==> src/rtl/pipe_elastic_stage_reg_pkg.sv <==
// Shared constants and state encoding for the elastic pipeline register.
// Occupancy encodings double as the occupancy output value.
package pipe_elastic_stage_reg_pkg;

   localparam int          PC_W_DEF      = 32;
   localparam int          INSTR_W_DEF   = 32;
   localparam int          SIDE_W_DEF    = 4;
   localparam int          CNT_W_DEF     = 16;
   localparam logic [31:0] NOP_INSTR_DEF = 32'h0000_0013;  // addi x0,x0,0

   typedef enum logic [1:0] {
      OCC_EMPTY = 2'd0,
      OCC_ONE   = 2'd1,
      OCC_FULL  = 2'd2
   } occ_e;

endpackage

==> src/rtl/pipe_elastic_stage_reg_if.sv <==
// Valid/ready beat carrying pc, instruction and sideband bits.
// The master drives the beat and the slave returns ready.
interface pipe_elastic_stage_reg_if
   import pipe_elastic_stage_reg_pkg::*;
#(
   parameter int PC_W    = PC_W_DEF,
   parameter int INSTR_W = INSTR_W_DEF,
   parameter int SIDE_W  = SIDE_W_DEF
) ();

   logic               valid;
   logic               ready;
   logic [PC_W-1:0]    pc;
   logic [INSTR_W-1:0] instr;
   logic [SIDE_W-1:0]  side;

   modport master (
      output valid,
      output pc,
      output instr,
      output side,
      input  ready
   );

   modport slave (
      input  valid,
      input  pc,
      input  instr,
      input  side,
      output ready
   );

endinterface

==> src/rtl/pipe_elastic_stage_reg_slot.sv <==
// One payload register plus its valid bit; clear wins over load.
// Only the valid bit is reset, the payload is qualified by it downstream.
module pipe_skid_slot #(
   parameter int W = 68
) (
   input  logic         clk,
   input  logic         rst,
   input  logic         load_i,
   input  logic         clear_i,
   input  logic [W-1:0] d_i,
   output logic [W-1:0] q_o,
   output logic         vld_o
);

   logic         vld_q;
   logic [W-1:0] data_q;

   always_ff @(posedge clk or posedge rst) begin
      if (rst) begin
         vld_q <= 1'b0;
      end else if (clear_i) begin
         vld_q <= 1'b0;
      end else if (load_i) begin
         vld_q <= 1'b1;
      end
   end

   always_ff @(posedge clk) begin
      if (load_i) begin
         data_q <= d_i;
      end
   end

   assign q_o   = data_q;
   assign vld_o = vld_q;

endmodule

==> src/rtl/pipe_elastic_stage_reg.sv <==
// Elastic pipeline register with a 2-entry skid buffer and registered in_ready.
// Empty head presents a NOP payload; idle output cycles feed a saturating counter.
module pipe_elastic_stage_reg
   import pipe_elastic_stage_reg_pkg::*;
#(
   parameter int                 PC_W      = PC_W_DEF,
   parameter int                 INSTR_W   = INSTR_W_DEF,
   parameter int                 SIDE_W    = SIDE_W_DEF,
   parameter logic [INSTR_W-1:0] NOP_INSTR = INSTR_W'(NOP_INSTR_DEF),
   parameter int                 CNT_W     = CNT_W_DEF
) (
   input  logic                    clk,
   input  logic                    rst,
   input  logic                    flush_i,
   pipe_elastic_stage_reg_if.slave  up_if,
   pipe_elastic_stage_reg_if.master dn_if,
   output logic                    out_bubble_o,
   output logic [1:0]              occupancy_o,
   output logic [CNT_W-1:0]        bubble_cnt_o
);

   localparam int PAY_W = PC_W + INSTR_W + SIDE_W;

   occ_e             state_q, state_d;
   logic             in_ready_q, in_ready_d;
   logic [CNT_W-1:0] bcnt_q, bcnt_d;

   logic             acc_in, acc_out;
   logic             main_load, main_clr, main_sel_skid;
   logic             skid_load, skid_clr;
   logic             main_vld, skid_vld;
   logic [PAY_W-1:0] in_pay, main_d, main_q, skid_q;

   function automatic logic [CNT_W-1:0] sat_inc(input logic [CNT_W-1:0] v);
      return (&v) ? v : v + CNT_W'(1);
   endfunction

   assign in_pay  = {up_if.pc, up_if.instr, up_if.side};
   assign acc_in  = up_if.valid & in_ready_q;
   assign acc_out = main_vld & dn_if.ready;
   assign main_d  = main_sel_skid ? skid_q : in_pay;

   // Next-state and slot control; flush overrides any transfer this cycle
   always_comb begin
      state_d       = state_q;
      main_load     = 1'b0;
      main_clr      = 1'b0;
      main_sel_skid = 1'b0;
      skid_load     = 1'b0;
      skid_clr      = 1'b0;
      if (flush_i) begin
         state_d  = OCC_EMPTY;
         main_clr = 1'b1;
         skid_clr = 1'b1;
      end else begin
         case (state_q)
            OCC_EMPTY: begin
               if (acc_in) begin
                  main_load = 1'b1;
                  state_d   = OCC_ONE;
               end
            end
            OCC_ONE: begin
               if (acc_in && acc_out) begin
                  main_load = 1'b1;
               end else if (acc_in) begin
                  skid_load = 1'b1;
                  state_d   = OCC_FULL;
               end else if (acc_out) begin
                  main_clr = 1'b1;
                  state_d  = OCC_EMPTY;
               end
            end
            OCC_FULL: begin
               if (acc_out) begin
                  main_load     = 1'b1;
                  main_sel_skid = 1'b1;
                  skid_clr      = 1'b1;
                  state_d       = OCC_ONE;
               end
            end
            default: begin
               main_clr = 1'b1;
               skid_clr = 1'b1;
               state_d  = OCC_EMPTY;
            end
         endcase
      end
      in_ready_d = (state_d != OCC_FULL);
      bcnt_d     = main_vld ? bcnt_q : sat_inc(bcnt_q);
   end

   always_ff @(posedge clk or posedge rst) begin
      if (rst) begin
         state_q    <= OCC_EMPTY;
         in_ready_q <= 1'b1;
         bcnt_q     <= '0;
      end else begin
         state_q    <= state_d;
         in_ready_q <= in_ready_d;
         bcnt_q     <= bcnt_d;
      end
   end

   pipe_skid_slot #(.W(PAY_W)) u_main (
      .clk     (clk),
      .rst     (rst),
      .load_i  (main_load),
      .clear_i (main_clr),
      .d_i     (main_d),
      .q_o     (main_q),
      .vld_o   (main_vld)
   );

   pipe_skid_slot #(.W(PAY_W)) u_skid (
      .clk     (clk),
      .rst     (rst),
      .load_i  (skid_load),
      .clear_i (skid_clr),
      .d_i     (in_pay),
      .q_o     (skid_q),
      .vld_o   (skid_vld)
   );

   // Head payload is gated by the registered valid bit, never by out_ready
   assign up_if.ready  = in_ready_q;
   assign dn_if.valid  = main_vld;
   assign dn_if.pc     = main_vld ? main_q[PAY_W-1 -: PC_W]     : '0;
   assign dn_if.instr  = main_vld ? main_q[SIDE_W +: INSTR_W]   : NOP_INSTR;
   assign dn_if.side   = main_vld ? main_q[SIDE_W-1:0]          : '0;
   assign out_bubble_o = ~main_vld;
   assign occupancy_o  = state_q;
   assign bubble_cnt_o = bcnt_q;

   logic unused_skid_vld;
   assign unused_skid_vld = skid_vld;

endmodule

==> src/flat_wrapper.sv <==
// flat-port wrapper written by rule: the top's interface ports become plain ports
module pipe_elastic_stage_reg_flat import pipe_elastic_stage_reg_pkg::*;
#(
   parameter int                 PC_W      = PC_W_DEF,
   parameter int                 INSTR_W   = INSTR_W_DEF,
   parameter int                 SIDE_W    = SIDE_W_DEF,
   parameter logic [INSTR_W-1:0] NOP_INSTR = INSTR_W'(NOP_INSTR_DEF),
   parameter int                 CNT_W     = CNT_W_DEF
)
  (clk, rst, flush_i, out_bubble_o, occupancy_o, bubble_cnt_o, up_if_valid, up_if_pc, up_if_instr, up_if_side, up_if_ready, dn_if_valid, dn_if_pc, dn_if_instr, dn_if_side, dn_if_ready);
  pipe_elastic_stage_reg_if #(.PC_W(PC_W), .INSTR_W(INSTR_W), .SIDE_W(SIDE_W)) up_if_i ();
  pipe_elastic_stage_reg_if #(.PC_W(PC_W), .INSTR_W(INSTR_W), .SIDE_W(SIDE_W)) dn_if_i ();
  input  logic clk;
  input  logic rst;
  input  logic flush_i;
  output logic out_bubble_o;
  output logic [1:0] occupancy_o;
  output logic [CNT_W-1:0] bubble_cnt_o;
  input wire logic [$bits(up_if_i.valid)-1:0] up_if_valid;
  input wire logic [$bits(up_if_i.pc)-1:0] up_if_pc;
  input wire logic [$bits(up_if_i.instr)-1:0] up_if_instr;
  input wire logic [$bits(up_if_i.side)-1:0] up_if_side;
  output wire logic [$bits(up_if_i.ready)-1:0] up_if_ready;
  output wire logic [$bits(dn_if_i.valid)-1:0] dn_if_valid;
  output wire logic [$bits(dn_if_i.pc)-1:0] dn_if_pc;
  output wire logic [$bits(dn_if_i.instr)-1:0] dn_if_instr;
  output wire logic [$bits(dn_if_i.side)-1:0] dn_if_side;
  input wire logic [$bits(dn_if_i.ready)-1:0] dn_if_ready;
  assign up_if_i.valid = up_if_valid;
  assign up_if_i.pc = up_if_pc;
  assign up_if_i.instr = up_if_instr;
  assign up_if_i.side = up_if_side;
  assign up_if_ready = up_if_i.ready;
  assign dn_if_valid = dn_if_i.valid;
  assign dn_if_pc = dn_if_i.pc;
  assign dn_if_instr = dn_if_i.instr;
  assign dn_if_side = dn_if_i.side;
  assign dn_if_i.ready = dn_if_ready;
  pipe_elastic_stage_reg #(.PC_W(PC_W), .INSTR_W(INSTR_W), .SIDE_W(SIDE_W), .NOP_INSTR(NOP_INSTR), .CNT_W(CNT_W)) u_core (.clk(clk), .rst(rst), .flush_i(flush_i), .up_if(up_if_i), .dn_if(dn_if_i), .out_bubble_o(out_bubble_o), .occupancy_o(occupancy_o), .bubble_cnt_o(bubble_cnt_o));
endmodule
==> config.mk <==
export PLATFORM = sky130hd
export DESIGN_NAME = pipe_elastic_stage_reg_flat
export DESIGN_NICKNAME = d
export VERILOG_FILES = /design/src/rtl/pipe_elastic_stage_reg_pkg.sv /design/src/rtl/pipe_elastic_stage_reg_if.sv /design/src/rtl/pipe_elastic_stage_reg_slot.sv /design/src/rtl/pipe_elastic_stage_reg.sv /design/src/flat_wrapper.sv
export SDC_FILE = /design/constraint.sdc
export NUM_CORES = 1
export LEC_CHECK = 0
export BUFFER_PORTS_ARGS = -buffer_cell sky130_fd_sc_hd__buf_2
export CAP_MARGIN = 5
export CORE_AREA = 2 2 150 152
export CTS_BUF_LIST = sky130_fd_sc_hd__clkbuf_4
export DETAILED_ROUTE_END_ITERATION = 8
export DIE_AREA = 0 0 152 154
export HOLD_SLACK_MARGIN = 0.1
export PLACE_DENSITY = 0.58
export SYNTH_ARGS = -nofsm -noshare
export SYNTH_HDL_FRONTEND = slang
export SYNTH_SLANG_ARGS = --single-unit
==> constraint.sdc <==
create_clock -name clk -period 9.1 [get_ports clk]
set_input_delay 1.82 -clock clk [delete_from_list [all_inputs] [get_ports clk]]
set_output_delay 1.82 -clock clk [all_outputs]
set_load 0.02 [all_outputs]
After elaboration in Yosys (flattened, before gate mapping):

Index checks and enable logic that the tools add are counted.

* $add $sub $neg: 1
* bitwise logic cells: 4
* reductions and logical operators: 6
* equal/unequal tests: 3
* mux-type cells: 27

Operators with widths (number)
* 68-bit 2-to-1 mux: 1
* 32-bit 2-to-1 mux: 2
* 16-bit by 1-bit adder with 16-bit output, second input constant: 1
* 16-bit AND reduction: 1
* 1-bit 2-to-1 mux: 14
* 2-bit 2-to-1 mux: 6
* 2-bit case mux with 3 select lines: 1
* 4-bit 2-to-1 mux: 1
* 1-bit case mux with 3 select lines: 1
* 1-bit bitwise AND: 2
* 2-bit by 1-bit == test with 1-bit output, second input constant: 1
* 2-bit == test, second input constant: 1
* 2-bit logical NOT: 1
* 2-bit inequality test, second input constant: 1
* 1-bit inverter: 2
* 1-bit case mux with 2 select lines: 1
* 2-bit AND reduction: 1
* 2-bit nonzero test: 1
* 2-bit OR reduction: 1
* 1-bit logical AND: 1

* input port bits: 73
* register bits: 156
* word-level logic and storage cells: 47

Depth between registers and ports, before layout:

* depth in word-level cells: 7
* gate-level depth with buffers: 5
* depth with buffers taken out: 5

Hierarchy:

A second synthesis with hierarchy kept.

* cells, all modules: 388
* area total of the unflattened synthesis: 6466.2 um^2

Modules (own cells, without submodules)
* pipe_skid_slot: seq. area each 2067.0 um^2, area each 2080.7 um^2, instances 2, cells each 71
* pipe_elastic_stage_reg: seq. area each 476.7 um^2, area each 2304.7 um^2, instances 1, cells each 246

Least setup slack after synthesis:

OpenSTA, ideal clock, no wires.

* kind: input -> register
* from: in up_if_valid
* to: reg u_core.u_skid.data_q[0], in the netlist u_core.u_skid.q_o[0] (enable)
* arrival time: 7.114 ns
* setup time: 0.593 ns
* stages on the path: 4
* setup slack: 1.393 ns
* path through: nand2_1 > nor2_1 > nand2_1 > nor3b_1

* cells in the longest elaborated chain, start to end: 5

Ends and longest elaborated chain
* start: declaration: line flat_wrapper.sv:19 `input wire logic [$bits(up_if_i.valid)-1:0] up_if_valid;`
* 1-bit bitwise AND (*): line pipe_elastic_stage_reg.sv:39 `assign acc_in = up_if.valid & in_ready_q;`
* 1-bit 2-to-1 mux / 1-bit logical AND (equally long branches): line pipe_elastic_stage_reg.sv:66, pipe_elastic_stage_reg.sv:64
* 1-bit 2-to-1 mux (*): line pipe_elastic_stage_reg.sv:64 `if (acc_in && acc_out) begin`
* 1-bit 2-to-1 mux (*): line pipe_elastic_stage_reg.sv:56 `case (state_q)`
* 1-bit 2-to-1 mux (*): line pipe_elastic_stage_reg.sv:51 `if (flush_i) begin`
* via u_core.skid_load: line pipe_elastic_stage_reg.sv:30 `logic skid_load, skid_clr;`
* end signal: assignment: line pipe_elastic_stage_reg_slot.sv:30 `data_q <= d_i;`
* end: declaration: line pipe_elastic_stage_reg_slot.sv:16 `logic [W-1:0] data_q;`

Mark *: on every way through the listed nets, which the timed path passes. The rest lies on a longest branch.
A chain may end at the register's enable or synchronous reset.

Final worst setup path:

* from: reg u_core.u_main.vld_q, in the netlist u_core.u_main.vld_o
* to: out dn_if_side[3]

* cells in the longest elaborated chain, start to end: 1

Ends and longest elaborated chain
* start: declaration: line pipe_elastic_stage_reg_slot.sv:15 `logic vld_q;`
* start signal: assignment: line pipe_elastic_stage_reg_slot.sv:20 `vld_q <= 1'b0;`
* start signal: assignment: line pipe_elastic_stage_reg_slot.sv:22 `vld_q <= 1'b0;`
* start signal: assignment: line pipe_elastic_stage_reg_slot.sv:24 `vld_q <= 1'b1;`
* 4-bit 2-to-1 mux: line pipe_elastic_stage_reg.sv:130 `assign dn_if.side = main_vld ? main_q[SIDE_W-1:0] : '0;`
* end: declaration: line flat_wrapper.sv:27 `output wire logic [$bits(dn_if_i.side)-1:0] dn_if_side;`

No other way between the ends.

==> qor.txt <==
Detail Placement HPWL - 9560 µm
core area - 21,700 µm²
Sum Neg Setup Slack - 0 ps
IR drop worst, VDD - 0.0000748 V
Top FF cell, synth - edfxtp_1
Sink Count - 156
CTS H-tree depth - 4
vias in the first global route - 4,202
Relative slew margins - 0.280
PnR worst setup slack - 5160 ps
wire length per cell - 16.4 µm
Mapped Nets - 467
diodes inserted - 0
CTS Buffer Depth - 2
CP Launch Type - register
fin nets - 636
DRT Wirelength - 14,000 µm
Lkg Pwr - 3.08 nW
Max Freq - 254 MHz
post-layout util - 0.363
CTS resizes - 0
Cell variety after synth - 40
CP required - 7280 ps
critical path fanouts, max - 44
initial antenna violation count - 0
CP Capture Type - primary output
critical path class - register to primary output
Starting DRT DRC Count - 261
cell with the most instances after synthesis - edfxtp_1
vias per std cell - 4.51
Seq cells post-synth - 156
clk_lat worst skew - 540 ps
CTS Root Cell - clkbuf_4
Final min period - 3940 ps
gpl congestion - 0.774
Die Height - 154 µm
GR Util All Layers - 0.123
synth cell count leaders - edfxtp_1 (136), mux2_2 (71), and2_1 (65), dfrtp_1 (19), nor2_1 (10)
max cap viols - 0
Max Transition Viols Final - 0
vias after detailed routing - 3,853
Pwr Density - 200 nW/µm²
Post-synth EDFFs - 136
Mean Syn Cell Area - 16.4 µm²
clk_skew - 17.7 ps
Post-Synthesis Cells - 393
top cell type by total area after synthesis - edfxtp_1
Worst-path clk slew - 150 ps
R2R setup slack - 5510 ps
Seq/Total Area, Yosys - 0.712
Setup Viol. Count Final - 0
Post-Syn Area - 6440 µm²
ys async rst share - 0.128
buffer and inverter count on the worst path - 2
row count - 54
run status - complete, no violations
area fraction of the dominant cell type after synthesis - 0.634
floorplan die area - 23,400 µm²
RSZ-0062 raised after global routing - no
CTS tree - done
Worst-Margin Slew - 1080 ps
Die W - 152 µm
WP data arrival - 2120 ps
critical path's top delay family - flip-flops
final worst path period share - 0.433
Starting Density - 0.297
Cell Chain, Critical Path - buf_4, and2_1, buf_2
antenna-violating nets left - 0
synth warn - 0
worst hold path class - register to register
IO buf count - 161
Filler cells - 2,126
# DRC - 0
Final Hold Viols - 0
area delta synth->final - 22.1%
Slowest Stage Delay on Critical Path - 740 ps
largest net degree at the start of global routing - 53
Max stage delay cell, worst path - dfrtp_2
Post-CTS Setup Bufs - 0
first-pass GRT wire length - 22,500 µm
Hold Buf Count CTS - 0
Ports - 162
share of layout cells above drive strength 1 - 0.492
total gr overflow - 0
TritonCTS buffer count - 17
ranking of synthesized cells by area - edfxtp_1 (63%), mux2_2 (12%), dfrtp_1 (7.4%)
dpl ws - 4640 ps
Initial DRT Pass Iterations - 4
## worst register-to-register path, stage by stage (launching register included)
cell	delay, ps
dfrtp_2	740
buf_4	460
nand2_1	210
nor3_4	750
buf_4	710
mux2_2	470
## through the flow
stage                     hold WS [ps]  instance area [µm²]  cells  total power, mW
final                              532                 7870    855             1.57
after global routing               560                 7870    855             1.65
after CTS                          533                 7870    855             1.60
after detailed placement           510                 7560    823             1.14
after global placement             504                 7560    823             1.13
after floorplan                    523                 6440    393             1.04
## cell families (layout without fill, tap and decap cells)
logic type / Yosys count / count (layout) / synth area share
and+or+nand+nor: 118 / 118 / 0.115
AOI/OAI and AO/OA: 19 / 19 / 0.0186
xor gates and xnor gates: 9 / 9 / 0.0122
muxes: 71 / 71 / 0.124
DFF: 156 / 156 / 0.712
adders and majority gates: 1 / 1 / 0.00194
buffers and inverters: 19 / 201 / 0.0165
## placed cells by master, fill, tap and decap left out, types with 2 or more instances in the layout
master	n
a21o_1	2
a21oi_1	8
and2_1	65
and3_1	2
buf_2	161
buf_4	5
bufinv_16	2
clkbuf_4	17
clkinv_4	2
dfrtp_1	18
edfxtp_1	136
inv_1	3
inv_6	6
inv_8	3
mux2_2	71
nand2_1	9
nand2b_1	5
nand3_1	9
nor2_1	10
nor3_1	3
nor3_2	2
nor3_4	2
nor4_2	2
o21ai_0	2
xor2_1	8
## routing by layer
metal  track usage  vias up  routed length (µm)  share of wire
li1              -     1788                   -              -
met1         0.143     1956                5910           0.42
met2         0.214       99                7170           0.51
met3        0.0440       10                 788          0.056
met4        0.0334        0                 140          0.010
met5             0        -                   0              0
## final cells by class
| cell class | count | area, µm² | share of cell area |
|---|---|---|---|
| clock buffer | 17 | 128 | 0.0162 |
| tap | 280 | 350 | 0.0445 |
| timing repair buffer | 166 | 843 | 0.107 |
| inverter | 3 | 11.3 | 0.00143 |
| multi-input combinational | 218 | 1770 | 0.225 |
| clock inverter | 15 | 176 | 0.0224 |
| sequential | 156 | 4590 | 0.583 |
## path summary, 6_finish.rpt
check	end	cells after the start	from
hold reg to reg	u_core.bubble_cnt_o[13]	1	u_core.bubble_cnt_o[13]
max in group asynchronous	u_core.u_main.vld_o	2	rst
setup / recovery	dn_if_side[3]	3	u_core.u_main.vld_o
min in group asynchronous	u_core.bubble_cnt_o[11]	2	rst
hold / removal	u_core.bubble_cnt_o[13]	1	u_core.bubble_cnt_o[13]
setup reg to reg	u_core.u_main.q_o[16]	5	u_core.u_main.vld_o
## sequential cells by signal, summed over array words and instances, names as in the netlist
name and count:
u_core.u_main.q_o 68, u_core.u_skid.q_o 68, u_core.bubble_cnt_o 16, u_core.occupancy_o 2
u_core.u_main.vld_o 1, u_core.up_if.ready 1
## power by group
part	switching (mW)	total [mW]	internal [mW]	leakage (nW)
logic	0.153	0.243	0.0902	1.41
registers	0.0411	0.874	0.833	1.50
clock network	0.278	0.452	0.175	0.164
total	0.472	1.57	1.10	3.08
Note: power is estimated with default switching activity, not from simulation.
